$ cat src/rtl/branch_predictor.sv
// rtl/branch_predictor.sv - direct-mapped BTB with 2-bit direction counters for IF-stage redirect
//
// Purpose: zero-latency next-pc prediction for fetch, trained by the branch-resolving stage.
//          Also counts resolved control transfers and mispredictions with saturating counters.
// Ports:
//   clk, reset        rising-edge clock, synchronous active-high reset
//   lookup_pc         IF-stage pc (combinational lookup)
//   pred_hit          valid entry with matching tag for lookup_pc
//   pred_taken        pred_hit and counter predicts taken
//   pred_target       stored target when pred_taken, else lookup_pc+4
//   upd_valid         one resolved branch/jump this cycle
//   upd_pc            pc of the resolved instruction
//   upd_taken         actual outcome
//   upd_target        actual taken target
//   upd_mispredict    resolving stage flushed for this instruction
//   stat_updates      saturating count of upd_valid cycles
//   stat_mispredicts  saturating count of upd_valid & upd_mispredict cycles
module branch_predictor #(
  parameter int         ENTRIES   = 16,
  parameter int         PC_W      = 32,
  parameter int         CNT_W     = 16,
  parameter logic [1:0] CTR_ALLOC = 2'b10
) (
  input  logic             clk,
  input  logic             reset,
  input  logic [PC_W-1:0]  lookup_pc,
  output logic             pred_hit,
  output logic             pred_taken,
  output logic [PC_W-1:0]  pred_target,
  input  logic             upd_valid,
  input  logic [PC_W-1:0]  upd_pc,
  input  logic             upd_taken,
  input  logic [PC_W-1:0]  upd_target,
  input  logic             upd_mispredict,
  output logic [CNT_W-1:0] stat_updates,
  output logic [CNT_W-1:0] stat_mispredicts
);

  localparam int IDX_W = $clog2(ENTRIES);
  localparam int TAG_W = PC_W - IDX_W - 2;

  logic             valid_q  [ENTRIES];
  logic [TAG_W-1:0] tag_q    [ENTRIES];
  logic [PC_W-1:0]  target_q [ENTRIES];
  logic [1:0]       ctr_q    [ENTRIES];

  logic [IDX_W-1:0] l_idx;
  logic [TAG_W-1:0] l_tag;
  logic [IDX_W-1:0] u_idx;
  logic [TAG_W-1:0] u_tag;
  logic             u_hit;

  // Instructions are word aligned; the byte-offset bits carry no information.
  logic unused_pc_bits;
  assign unused_pc_bits = ^{lookup_pc[1:0], upd_pc[1:0]};

  assign l_idx = lookup_pc[IDX_W+1:2];
  assign l_tag = lookup_pc[PC_W-1:IDX_W+2];
  assign u_idx = upd_pc[IDX_W+1:2];
  assign u_tag = upd_pc[PC_W-1:IDX_W+2];

  // Lookup reads the registered table only, so a same-cycle update is not visible yet.
  assign pred_hit    = valid_q[l_idx] && (tag_q[l_idx] == l_tag);
  assign pred_taken  = pred_hit && ctr_q[l_idx][1];
  assign pred_target = pred_taken ? target_q[l_idx] : lookup_pc + PC_W'(4);

  assign u_hit = valid_q[u_idx] && (tag_q[u_idx] == u_tag);

  // Tags and targets have no reset; valid gates them, so only valid and ctr are cleared.
  always_ff @(posedge clk) begin
    if (reset) begin
      for (int i = 0; i < ENTRIES; i++) begin
        valid_q[i] <= 1'b0;
        ctr_q[i]   <= 2'b00;
      end
      stat_updates     <= '0;
      stat_mispredicts <= '0;
    end else if (upd_valid) begin
      if (u_hit) begin
        if (upd_taken) begin
          if (ctr_q[u_idx] != 2'b11) ctr_q[u_idx] <= ctr_q[u_idx] + 2'b01;
          target_q[u_idx] <= upd_target;
        end else if (ctr_q[u_idx] != 2'b00) begin
          ctr_q[u_idx] <= ctr_q[u_idx] - 2'b01;
        end
      end else if (upd_taken) begin
        // Allocation evicts whatever aliases into this index.
        valid_q[u_idx]  <= 1'b1;
        tag_q[u_idx]    <= u_tag;
        target_q[u_idx] <= upd_target;
        ctr_q[u_idx]    <= CTR_ALLOC;
      end
      if (stat_updates != '1) stat_updates <= stat_updates + CNT_W'(1);
      if (upd_mispredict && (stat_mispredicts != '1))
        stat_mispredicts <= stat_mispredicts + CNT_W'(1);
    end
  end

endmodule

$ cat config.mk
export PLATFORM = sky130hd
export DESIGN_NAME = branch_predictor
export DESIGN_NICKNAME = d
export VERILOG_FILES = /design/src/rtl/branch_predictor.sv
export SDC_FILE = /design/constraint.sdc
export NUM_CORES = 1
export LEC_CHECK = 0
export BUFFER_PORTS_ARGS = -buffer_cell sky130_fd_sc_hd__buf_2
export CAP_MARGIN = 20
export CORE_MARGIN = 5
export CORE_UTILIZATION = 55
export DETAILED_ROUTE_END_ITERATION = 8
export PLACE_DENSITY = 0.79
export RECOVER_POWER = 25
export SKIP_CTS_REPAIR_TIMING = 1
export SYNTH_ARGS = -nofsm -noshare
export SYNTH_HDL_FRONTEND = slang
export SYNTH_SLANG_ARGS = --single-unit
$ cat constraint.sdc
create_clock -name clk -period 3.96 [get_ports clk]
set_input_delay 0.396 -clock clk [delete_from_list [all_inputs] [get_ports clk]]
set_output_delay 0.396 -clock clk [all_outputs]
set_load 0.05 [all_outputs]
==> flow_summary.toml <==
[yosys]
yosysUniqueCellTypes = 63
yosysWarnings = 0
synth_fp_nets = 2392
avgSynthCellArea_sq_um = 19.5
synth-main-ff-cell = "edfxtp_1"
netlist_area_sq_mm = 0.0446
synth-seq-cells = 1008
ys_top_cells_by_area = "edfxtp_1, mux4_2, mux2i_1"
async_flop_share = 0
synth_edf_count = 960
synth_top_cell_by_area = "edfxtp_1"
synthCells = 2288
synth_top_area_frac = 0.646
yosysSeqAreaShare = 0.668

[placed_design]
gp_congestion = 0.912
dp_cells = 3571
io_buffers = 164
post-dp-hpwl_um = 76300

[setup_path]
rrSetupSlack_ps = 460
reg2reg_from = "tag_q[12][17]"
cp.arrival_ps = 3790
critPathLaunchType = "flop"
critPathRequiredTime_ps = 3560
crit_path_max_fanout = 8
rr_endpoint = "tag_q[14][13]"
reg2regPathDepth = 11
crit_slowest_cell = "mux4_2"
end_kind = "output pin"
critPathKind = "reg2out"
slowest_delay_ps = 480
cp_cell_sequence = "mux4_2 -> mux2i_1 -> mux2i_1 -> xnor2_1 -> nand4_1 -> nor4_2 -> buf_4 -> nand4_4 -> buf_12 -> buf_12 -> mux2_4 -> buf_12"
path_common_cell = "buf_12"

[sta]
hold_viol_final = 0
slew_viol_final = 0
fin_crit_ps = 4190
tightest_slew_ps = 887
fmax_mhz = 239
worst_clock_skew_ps = 45.3
rsz0062_at_grt = "yes"
max_slew_margin = 0.404
worst_slack_ps = -227
setup_viol = 32
period_share = 1.06
whs_ps = 121

[routing]
via_count = 25772
dr_wl_met3_um = 14700
wl_um = 123000
antenna_left = 0
met1_length_um = 42600
dr_wl_met2_um = 61400
firstDrtPassIters = 5
drc_errors = 0
via_per_inst = 6.84
drtIter0Drc = 3383
top_layer_used = "met5"
wl_per_cell_um = 32.7

[floorplan]
core_sq_mm = 0.0804
die_h_um = 295
initial_core_util = 0.555
chipWidth_um = 295
row_count = 104
dieArea_sq_mm = 0.0869
io_pins = 167

[global_routing]
grt_pass1_vias = 26422
grt_max_degree = 61
grtUsageTotal = 0.282
grt_pass1_wl_um = 180000
grt.overflow.total = 0
antenna_found_initial = 10

[clock_network]
path_clk_slew_ps = 70
numCtsBuffers = 100
clock_path_buffers = 3
tritoncts = "done"
worstSkewPairLatency_ps = 690
htree_levels = 3
cts_root_buffer = "clkbuf_16"
cts_sinks = 1008

[power_and_ir_drop]
p_sw_frac = 0.227
power_frac_seq = 0.512
total_leakage_power_nw = 17.7
switching_power_w = 0.00523
p_per_area_mw_per_mm2 = 440
p_clk_frac = 0.409
p_int_w = 0.0178
power_w = 0.0230
combPwrFrac = 0.079
ir_worst_vdd_mv = 0.467

[finish]
fillers = 5135
areaGrowthSynthToFinish_pct = 17.3
nNetsFinal = 2720
fin_cells = 3770
layout-drive-gt1-share = 0.352

[run]
maxCapViolCount = 0

[min_path]
holdPathStages = 1
hold_path_end = "target_q[0][2]"
min_from = "upd_target[2]"
holdCritPathClass = "in2reg"

[run_status]
violations = "setup timing"
status = "complete, but fails checks"
critical path: cells and delay by family (launching register included):
family	cells	cell delay, ps
mux	4	1210
flops	1	410
xor+xnor	1	290
simple gates	3	520
buf+inv	4	670
routing by layer:
metal	global-route usage	vias up
met1	0.373	13286
met5	0	-
met4	0.0980	10
met3	0.0727	322
li1	-	10212
met2	0.464	1942
stage by stage:
step | setup WS [ps] | cell area [sq um] | TNS (ps) | util
4_1_cts | -419 | 52000 | -12100 | 0.646
3_3_place_gp | -95.6 | 48700 | -6800 | 0.606
2_1_floorplan | -108 | 44600 | -43660 | -
3_5_place_dp | -111 | 48700 | -11830 | 0.606
6_report | -227 | 52300 | -6280 | 0.650
5_1_grt | -306 | 52300 | -8860 | 0.650
sequential cells by signal, summed over array words and instances (netlist names):
signal            flops
valid_q              16
stat_updates         16
tag_q               416
ctr_q                32
target_q            512
stat_mispredicts     16
Yosys cell counts (2+ instances only):
library cell / count
mux2i_1: 158
mux2_1: 4
buf_6: 22
and3_1: 23
dfxtp_1: 48
mux2_4: 29
and2_1: 5
a211oi_1: 2
ha_1: 3
clkbuf_1: 53
a22o_1: 5
nand2b_1: 3
o21ai_0: 7
buf_4: 14
nand2_1: 63
nand3_1: 59
mux4_2: 358
edfxtp_1: 960
xor2_1: 57
nand4_1: 13
nor4_2: 3
o31ai_1: 2
nand4_2: 3
buf_1: 10
o221ai_1: 16
mux2_2: 22
o32ai_1: 2
o2bb2ai_1: 17
or3_1: 6
a22oi_1: 23
nor2b_1: 11
xnor2_1: 64
a2bb2oi_1: 2
inv_1: 26
o22ai_1: 9
and4_1: 5
a221oi_1: 8
o211ai_1: 4
nor4_1: 5
a21oi_1: 12
o22a_1: 2
nor2_1: 76
nor3_1: 9
buf_2: 46
worst max-delay path by stage:
stage / start / endpoint / slack, ps / cells after the start
CTS: tag_q[13][5] / pred_target[25] / -420 / 12
finish: tag_q[15][14] / pred_target[31] / -230 / 12
floorplan: upd_pc[2] / tag_q[10][0] / -110 / 11
global placement: upd_pc[2] / tag_q[12][8] / -100 / 13
global route: tag_q[4][10] / pred_target[31] / -310 / 12
detailed placement: upd_pc[2] / tag_q[12][8] / -110 / 13
logic make-up after synthesis:
family / Yosys count / synth area share
multiplexers: 571 / 0.233
flip-flops: 1008 / 0.668
AND/OR/NAND/NOR: 289 / 0.0325
adder cells (fa/ha/maj): 3 / 0.000842
buffers and inverters: 172 / 0.0206
XOR/XNOR: 121 / 0.0238
AO/OA/AOI/OAI: 124 / 0.0219
area by class of cell:
cell class	instances	area [sq um]	share of cell area
inverter	27	101	0.00194
tap	1060	1330	0.0254
clock buffer	124	2610	0.0500
multi-input combinational	1108	14100	0.270
clock inverter	61	646	0.0123
sequential	1008	29800	0.569
timing repair buffer	371	3700	0.0707
antenna	11	27.5	0.000526
cell usage in the layout, fill, tap and decap left out, types with 6 or more instances in the layout:
| master | instances |
|---|---|
| xor2_1 | 56 |
| inv_2 | 16 |
| diode_2 | 11 |
| a22oi_1 | 23 |
| buf_12 | 87 |
| a21oi_1 | 12 |
| nor3_1 | 9 |
| o22ai_1 | 9 |
| inv_1 | 10 |
| clkbuf_16 | 102 |
| buf_6 | 31 |
| xnor2_1 | 61 |
| mux2i_1 | 152 |
| clkbuf_1 | 55 |
| nor2_1 | 60 |
| bufinv_16 | 8 |
| edfxtp_1 | 960 |
| buf_4 | 124 |
| o221ai_1 | 16 |
| o2bb2ai_1 | 17 |
| nor2_4 | 17 |
| nand3_1 | 59 |
| o21ai_0 | 7 |
| dfxtp_1 | 48 |
| clkinv_1 | 19 |
| or3_1 | 6 |
| mux4_2 | 358 |
| a221oi_1 | 8 |
| clkinv_2 | 20 |
| and3_1 | 21 |
| nand2_1 | 61 |
| nand4_1 | 13 |
| mux2_2 | 21 |
| nor2b_1 | 11 |
| mux2_4 | 30 |
| buf_2 | 91 |
power groups by stage:
stage / Combinational (W) / Clock (W) / Sequential [W]
finish: 0.00182 / 0.00941 / 0.0118
global route: 0.00190 / 0.0100 / 0.0118
CTS: 0.00176 / 0.00949 / 0.0118
detailed placement: 0.00174 / 0 / 0.0120
global placement: 0.00170 / 0 / 0.0120
floorplan: 0.00107 / 0 / 0.0120
Note: power is estimated with default switching activity, not from simulation.
